### src/rtl/pet_bus_pkg.sv
// Shared types and constants for the PET system-bus controller.
package pet_bus_pkg;

  typedef enum logic [2:0] {
    REG_RAM,
    REG_VRAM,
    REG_IO,
    REG_ROM,
    REG_NONE
  } region_t;

  typedef enum logic [2:0] {
    IDLE,
    CPU_ADR,
    CPU_CAP,
    DMA_ADR,
    DMA_CAP
  } bus_state_t;

  localparam logic [15:0] IO_BASE          = 16'hE800;
  localparam logic [16:0] IO_SIZE          = 17'h00800;
  localparam logic [7:0]  OPEN_BUS_DEFAULT = 8'h55;

  function automatic logic in_io_window(input logic [15:0] addr);
    return ({1'b0, addr} >= {1'b0, IO_BASE}) &&
           ({1'b0, addr} < ({1'b0, IO_BASE} + IO_SIZE));
  endfunction

endpackage

### src/rtl/pet_bus_decode.sv
// Priority address decoder: I/O window, ROM, video RAM mirror, RAM, else unmapped.
module pet_bus_decode
  import pet_bus_pkg::*;
#(
  parameter int         RAM_AW   = 15,
  parameter logic [3:0] ROM_BASE = 4'hC
) (
  input  logic [15:0] addr,
  output region_t     region
);

  always_comb begin
    if (in_io_window(addr))
      region = REG_IO;
    else if (addr[15:12] >= ROM_BASE)
      region = REG_ROM;
    else if (addr[15:12] == 4'h8)
      region = REG_VRAM;
    else if ((32'(addr) >> RAM_AW) == 32'd0)
      region = REG_RAM;
    else
      region = REG_NONE;
  end

endmodule

### src/rtl/pet_sysbus.sv
// PET system-bus controller: CPU (paced by ce_1m, priority) and DMA share one
// set of synchronous memory strobes; read data is registered per requester.
//
// state   | meaning
// IDLE    | no access in flight; arbitrate CPU over DMA
// CPU_ADR | latched CPU request on mem_addr/strobes
// CPU_CAP | register CPU read data; doubles as the next arbitration slot
// DMA_ADR | latched DMA request on mem_addr/strobes
// DMA_CAP | register DMA read data, ack next clock; doubles as arbitration slot
module pet_sysbus
  import pet_bus_pkg::*;
#(
  parameter int         RAM_AW     = 15,
  parameter int         VRAM_AW    = 10,
  parameter logic [3:0] ROM_BASE   = 4'hC,
  parameter bit         ROM_DMA_WE = 1'b1,
  parameter logic [7:0] OPEN_BUS   = OPEN_BUS_DEFAULT
) (
  input  logic        clk,
  input  logic        reset,
  input  logic        ce_1m,
  input  logic [15:0] cpu_addr,
  input  logic [7:0]  cpu_din,
  input  logic        cpu_we,
  output logic [7:0]  cpu_dout,
  input  logic        dma_req,
  input  logic        dma_we,
  input  logic [15:0] dma_addr,
  input  logic [7:0]  dma_din,
  output logic [7:0]  dma_dout,
  output logic        dma_ack,
  output logic [15:0] mem_addr,
  output logic [7:0]  mem_wdata,
  output logic        ram_we,
  output logic        vram_we,
  output logic        io_we,
  output logic        rom_we,
  output logic        io_rd,
  input  logic [7:0]  ram_q,
  input  logic [7:0]  vram_q,
  input  logic [7:0]  io_q,
  input  logic [7:0]  rom_q
);

  if (RAM_AW < 13 || RAM_AW > 15) begin : g_bad_ram_aw
    $error("pet_sysbus: RAM_AW must be 13..15");
  end
  if (VRAM_AW < 10 || VRAM_AW > 11) begin : g_bad_vram_aw
    $error("pet_sysbus: VRAM_AW must be 10 or 11");
  end
  if (ROM_BASE != 4'hB && ROM_BASE != 4'hC) begin : g_bad_rom_base
    $error("pet_sysbus: ROM_BASE must be B or C");
  end

  bus_state_t  state;
  logic        cpu_pend;
  logic [15:0] pend_addr;
  logic [7:0]  pend_din;
  logic        pend_we;
  logic [15:0] acc_addr;
  logic [7:0]  acc_din;
  logic        acc_we;
  logic        acc_dma;
  region_t     region;
  logic [7:0]  rd_mux;
  logic        in_adr;

  pet_bus_decode #(
    .RAM_AW  (RAM_AW),
    .ROM_BASE(ROM_BASE)
  ) u_decode (
    .addr  (acc_addr),
    .region(region)
  );

  assign mem_addr  = acc_addr;
  assign mem_wdata = acc_din;
  assign in_adr    = (state == CPU_ADR) || (state == DMA_ADR);

  // Strobes follow the state register, so reset clears them at once.
  always_comb begin
    ram_we  = 1'b0;
    vram_we = 1'b0;
    io_we   = 1'b0;
    io_rd   = 1'b0;
    rom_we  = 1'b0;
    if (in_adr) begin
      unique case (region)
        REG_RAM:  ram_we  = acc_we;
        REG_VRAM: vram_we = acc_we;
        REG_IO: begin
          io_we = acc_we;
          io_rd = !acc_we;
        end
        REG_ROM:  rom_we  = acc_we && acc_dma && ROM_DMA_WE;
        default: ;
      endcase
    end
  end

  always_comb begin
    rd_mux = OPEN_BUS;
    unique case (region)
      REG_RAM:  rd_mux = ram_q;
      REG_VRAM: rd_mux = vram_q;
      REG_IO:   rd_mux = io_q;
      REG_ROM:  rd_mux = rom_q;
      default:  rd_mux = OPEN_BUS;
    endcase
  end

  always_ff @(posedge clk or posedge reset) begin
    if (reset) begin
      state     <= IDLE;
      cpu_pend  <= 1'b0;
      pend_addr <= '0;
      pend_din  <= '0;
      pend_we   <= 1'b0;
      acc_addr  <= '0;
      acc_din   <= '0;
      acc_we    <= 1'b0;
      acc_dma   <= 1'b0;
      cpu_dout  <= '0;
      dma_dout  <= '0;
      dma_ack   <= 1'b0;
    end else begin
      dma_ack <= 1'b0;
      case (state)
        CPU_ADR, DMA_ADR: begin
          state <= (state == CPU_ADR) ? CPU_CAP : DMA_CAP;
          if (ce_1m) begin
            cpu_pend  <= 1'b1;
            pend_addr <= cpu_addr;
            pend_din  <= cpu_din;
            pend_we   <= cpu_we;
          end
        end
        default: begin
          if (state == CPU_CAP && !acc_we)
            cpu_dout <= rd_mux;
          if (state == DMA_CAP) begin
            dma_ack <= 1'b1;
            if (!acc_we)
              dma_dout <= rd_mux;
          end
          // The request just finished in DMA_CAP must not be re-taken.
          if (ce_1m || cpu_pend) begin
            state    <= CPU_ADR;
            cpu_pend <= 1'b0;
            acc_dma  <= 1'b0;
            acc_addr <= ce_1m ? cpu_addr : pend_addr;
            acc_din  <= ce_1m ? cpu_din  : pend_din;
            acc_we   <= ce_1m ? cpu_we   : pend_we;
          end else if (dma_req && !dma_ack && state != DMA_CAP) begin
            state    <= DMA_ADR;
            acc_dma  <= 1'b1;
            acc_addr <= dma_addr;
            acc_din  <= dma_din;
            acc_we   <= dma_we;
          end else begin
            state <= IDLE;
          end
        end
      endcase
    end
  end

endmodule

### config.mk
export PLATFORM = sky130hd
export DESIGN_NAME = pet_sysbus
export DESIGN_NICKNAME = d
export VERILOG_FILES = /design/src/rtl/pet_bus_pkg.sv /design/src/rtl/pet_bus_decode.sv /design/src/rtl/pet_sysbus.sv
export SDC_FILE = /design/constraint.sdc
export NUM_CORES = 1
export LEC_CHECK = 0
export ABC_CLOCK_PERIOD_IN_PS = 2200
export CORE_MARGIN = 2
export CORE_UTILIZATION = 41
export DETAILED_ROUTE_END_ITERATION = 6
export GPL_ROUTABILITY_DRIVEN = 0
export PLACE_DENSITY = 0.78
export SYNTH_ARGS = -nofsm -noshare
export SYNTH_HDL_FRONTEND = slang
export SYNTH_SLANG_ARGS = --single-unit
### constraint.sdc
create_clock -name clk -period 2.2 [get_ports clk]
set_clock_uncertainty 0.1 [all_clocks]
set_input_delay 0.33 -clock clk [delete_from_list [all_inputs] [get_ports clk]]
set_output_delay 0.33 -clock clk [all_outputs]
set_load 0.05 [all_outputs]
Word level (Yosys, flattened, before mapping)
Index checks and enable logic that the tools add are counted.

cells by class
  multiplexer cells = 35
  order comparisons = 3
  equal/unequal tests = 10
  bitwise logic cells = 2
  reduce and logical (&&, ||, !) cells = 18

operators by type and width
  cell                  count
  $mux 16               3
  $logic_not 32->1      1
  $pmux 8 s4            1
  $mux 8                3
  $mux 1                20
  $mux 3                6
  $ge 16x16->1 const B  1
  $lt 16x16->1 const B  1
  $eq 3x2->1 const B    4
  $eq 3x1->1 const B    2
  $reduce_and 2->1      3
  $logic_and 1x1->1     5
  $eq 4x4->1 const B    1
  $ge 4x4->1 const B    1
  $mux 2                2
  $reduce_bool 2->1     2
  $eq 3x3->1 const B    1
  $logic_not 3->1       1
  $ne 3x3->1 const B    1
  $reduce_and 3->1      1
  $logic_not 1->1       2
  $logic_or 1x1->1      2
  $ne 2x2->1 const B    1
  $not 1->1             2
  $reduce_or 2->1       1

storage, ports and cells
  flip-flop bits (word level) = 72
  input bits = 86
  output and inout port bits = 46
  word-level logic and storage cells = 80

Depth between registers and ports, before layout
  depth after elaboration = 8
  depth in mapped cells = 7
  mapped depth without buffers = 4

Cells and area by module
From an unflattened synthesis, not the netlist that was laid out.

second synthesis, totals
  cells, all modules = 368
  area, all modules = 3732.3 sq um

by module, submodules not included
  module          cells an instance  area an instance (sq um)  instances
  pet_sysbus      363                3699.8                    1
  pet_bus_decode  5                  32.5                      1

Least setup slack after synthesis
No wires, ideal clock.

  path kind = register -> output
  start = register acc_addr[12], in the netlist mem_addr[12]
  end = output rom_we
  data required time = 1.770 ns
  path slack = -1.183 ns
  buffers on the path = 2
  cell stages (with the launch flop) = 5
  data arrival time = 2.953 ns
  cells stage by stage = dfrtp_1 buf_2 nand3b_1 buf_2 nor4b_1

on the way
  word-level cells in the longest chain between the ends = 7
  elaborated cells on any way between the ends = 11

RTL lines
  item                                                                  RTL line              source
  from (decl)                                                           pet_sysbus.sv:60      logic [15:0] acc_addr;
  from (signal assigned)                                                pet_sysbus.sv:151     acc_addr <= ce_1m ? cpu_addr : pend_addr;
  from (signal assigned)                                                pet_sysbus.sv:157     acc_addr <= dma_addr;
  parallel branches: the longest is 3 deep, another holds $ge 16x16->1  --
  $mux 3 (*)                                                            pet_bus_decode.sv:13  if (in_io_window(addr))
  $eq 3x2->1 (*)                                                        pet_sysbus.sv:88      unique case (region)
  $mux 1 (*)                                                            pet_sysbus.sv:88
  $mux 1 (*)                                                            pet_sysbus.sv:87      if (in_adr) begin
  to (decl)                                                             pet_sysbus.sv:37      output logic rom_we,

Every way passes the cells marked *.

Final worst setup path
  start = register state[0]
  end = output rom_we

on the way
  word-level cells in the longest chain between the ends = 3
  elaborated cells on any way between the ends = 4

RTL lines
  item                                             RTL line           source
  from (decl)                                      pet_sysbus.sv:55   bus_state_t state;
  from (signal assigned)                           pet_sysbus.sv:130  state <= (state == CPU_ADR) ? CPU_CAP : DMA_CAP;
  $eq 3x1->1 / $eq 3x2->1 (equally long branches)  pet_sysbus.sv:78   assign in_adr = (state == CPU_ADR) || (state == DMA_ADR);
  $logic_or 1x1->1 (*)                             pet_sysbus.sv:78
  $mux 1 (*)                                       pet_sysbus.sv:87

Mark *: on every way between the ends. The rest lies on a longest branch, timed or not.

==> impl_metrics.yaml <==
run_status:
  outcome: "finished clean"
clock_tree:
  clockBufferDepth: 2
  cts_tree: "built"
  cts.htree.levels: 3
  numClockSinks: 72
  clkLatencyLatePin_ns: 0.34
  clockRootBuffer: "clkbuf_8"
  cts_buffers: 9
  clk_pin_slew_worst_paths_ns: 0.08
synthesis:
  synth_top_family_by_area: "compound AO/OA/AOI/OAI gates"
  synth_simple_gate_area_share_pct: 18.5
  synth_compound_area_share_pct: 19.6
  ys_seq_area_share_pct: 49.8
  syn_nets: 463
  yosys_most_used_dff: "dfrtp_1"
  synth_edf_count: 0
  synth_area_leader_cell: "dfrtp_1"
  syn_area_per_cell_sq_um: 9.59
  netlist-cell-type-count: 34
  synthTopCellsByCount: "dfrtp_1, nand2_1, nor2_1, a21oi_1, o21ai_0"
  synth_adder_area_share_pct: 0
  synthArstFlopShare_pct: 100
  yosysMostFrequentCell: "dfrtp_1"
  yosys.area.top_type_share_pct: 49.8
  ys_ff_latch: 72
  synthMuxAreaShare_pct: 7.06
  syn_area_sq_um: 3620
  yosys_warnings: 0
  syn_inst: 377
  synthTopCellsByArea: "dfrtp_1, o221a_1, mux2i_1"
  synth_xor_area_share_pct: 0
sta:
  maxSlewHeadroom_pct: 35.6
  finalMaxSlewViolations: 0
  finalCriticalPeriod_ns: 2.10
  report.final.setup_viol: 0
  clock.fmax_mhz: 477
  finalHoldViolations: 0
  tightest_slew_ns: 0.965
  rsz0062_at_grt: "no"
  period_share_pct: 95.2
setup_path:
  worstPathMaxFanout: 4
  slowest_delay_ns: 0.43
  path_cells: "nor2b_2, nand2_2, nor4b_4, buf_12"
  cp_slowest_cell: "dfrtp_1"
  critPathKind: "flip-flop to primary output"
  path_delay_family: "simple AND/OR/NAND/NOR gates"
  worst-path-buf-inv: 1
  worstSetupEndpointType: "primary output"
  cp-start-kind: "flip-flop"
  worstPathArrival_ns: 1.67
  cp_data_required_time_ns: 1.77
finish:
  stdcell_count: 616
  fin_area_sq_um: 5390
  area_growth_pct: 49.1
  fin_util_pct: 62.4
  fin_nets: 589
  n_antenna_cell: 0
  drive_gt1_share_pct: 12.8
routing:
  ant_nets: 0
  firstDrtPassIters: 4
  routed_via_density: 5.38
  initialDrtViolationCount: 161
  drt_wl_total_microns: 10100
  num_vias: 3312
  drc: 0
  wl_per_cell_microns: 16.4
die:
  dieArea_sq_um: 9590
  io_pins: 132
  num_rows: 34
  die_y_microns: 97.9
  start_util_pct: 41.9
  die_w_microns: 97.9
  core-area_sq_um: 8640
pwr:
  netSwitchingFraction_pct: 46.7
  power_frac_comb_pct: 56.6
  ir_drop_mv: 0.877
  p_int_w: 0.00456
  p_leak_nw: 2.22
  seqPwrFrac_pct: 28.6
  switchingPower_w: 0.00400
  powerDensity_nw_per_um2: 1590
  p_clk_share_pct: 14.8
global_routing:
  grt_pass1_vias: 3255
  grt_max_degree: 73
  grtUsageTotal_pct: 21.3
  grt_pass1_wl_microns: 16500
  grt_overflow: 0
  antenna_found_initial: 0
placement:
  portBuffers: 131
  dp.cells: 598
  postPlaceCellArea_sq_um: 5130
  hpwl_microns: 7250
min_path:
  min_path_type: "primary input to asynchronous set/reset pin"
run:
  max_cap_viol_count: 0
[path summary, 6_finish.rpt]
check,cells after the start,end,slack [ns],start
setup reg to reg,6,dma_dout[2],0.24,mem_addr[12]
setup / recovery,4,rom_we,0.10,state[0]
min in group clk,2,pend_din[7],0.38,pend_din[7]
hold reg to reg,2,pend_din[7],0.38,pend_din[7]
max in group asynchronous,3,mem_addr[15],1.35,reset
hold / removal,3,pend_addr[8],0.33,reset
[per-layer routing]
metal  vias up  wire (microns)  global-route usage, %
li1       1596               -                      -
met3        14             842                   5.73
met4         0             104                   5.56
met1      1555            4430                   28.9
met2       147            4700                   34.0
met5         -               0                      0
[repair_timing]
| item | CTS | global route |
|---|---|---|
| setup endpoints to repair | 4 | 2 |
| hold buffers | 0 | 0 |
| gates resized for setup | 1 | 1 |
| setup buffers | 2 | 0 |
| cloned | 0 | 0 |
[registers in the layout (all words and copies together), names as in the netlist]
signal / cells
pend_we: 1
acc_we: 1
mem_addr: 16
state: 3
dma_ack: 1
cpu_dout: 8
mem_wdata: 8
acc_dma: 1
cpu_pend: 1
pend_din: 8
pend_addr: 16
dma_dout: 8
[layout make-up]
| cell class | instances | area, sq um |
|---|---|---|
| clock buffers | 9 | 124 |
| flip-flops and latches | 72 | 1810 |
| repair buffers | 144 | 1460 |
| multi-input cells | 265 | 1700 |
| fillers | 722 | 3240 |
| well taps | 108 | 135 |
| clock inverters | 7 | 120 |
| inverters | 11 | 45.0 |
[worst register-to-register path, stage by stage (launching register included)]
cell      delay (ns)
dfrtp_2         0.48
nand3b_1        0.24
buf_4           0.20
buf_4           0.16
and4_1          0.20
nor3_1          0.32
a21oi_1         0.13
[power groups by stage]
stage / Sequential [W] / Combinational (W) / Clock (W)
6_report: 0.00245 / 0.00484 / 0.00127
5_1_grt: 0.00253 / 0.00519 / 0.00135
4_1_cts: 0.00245 / 0.00486 / 0.00129
3_5_place_dp: 0.00245 / 0.00484 / 0
3_3_place_gp: 0.00243 / 0.00472 / 0
2_1_floorplan: 0.00360 / 0.00216 / 0
[cell families after synthesis]
family / Yosys count
buffers and inverters: 40
multiplexers: 25
AND/OR/NAND/NOR: 138
AO/OA/AOI/OAI: 102
flip-flops: 72
[cell usage in the layout, fill, tap and decap left out, types with 6 or more instances in the layout]
cell             Yosys  layout
nor2b_1              9       8
inv_1               11      10
o21ai_0             26      26
clkbuf_8             0       9
buf_4                1      14
nor3_1              10       9
o221a_1             19      19
o221a_2              6       6
dfrtp_1             72      69
buf_12               0       6
clkdlybuf4s50_1      0     123
mux2i_1             21      21
nor2_1              45      44
a21oi_1             38      38
nand2_1             45      44
[metrics by stage]
stage                     hold slack [ns]  setup slack, ns  power, W  setup TNS, ns
final                               0.328            0.105   0.00856              0
after global routing                0.376           0.0214   0.00908              0
after CTS                           0.343         0.000767   0.00860              0
after detailed placement            0.371            0.165   0.00729              0
after global placement              0.362            0.221   0.00715              0
after floorplan                     0.349          -0.0922   0.00576        -0.0922
Power figures use the tool's default switching activity.
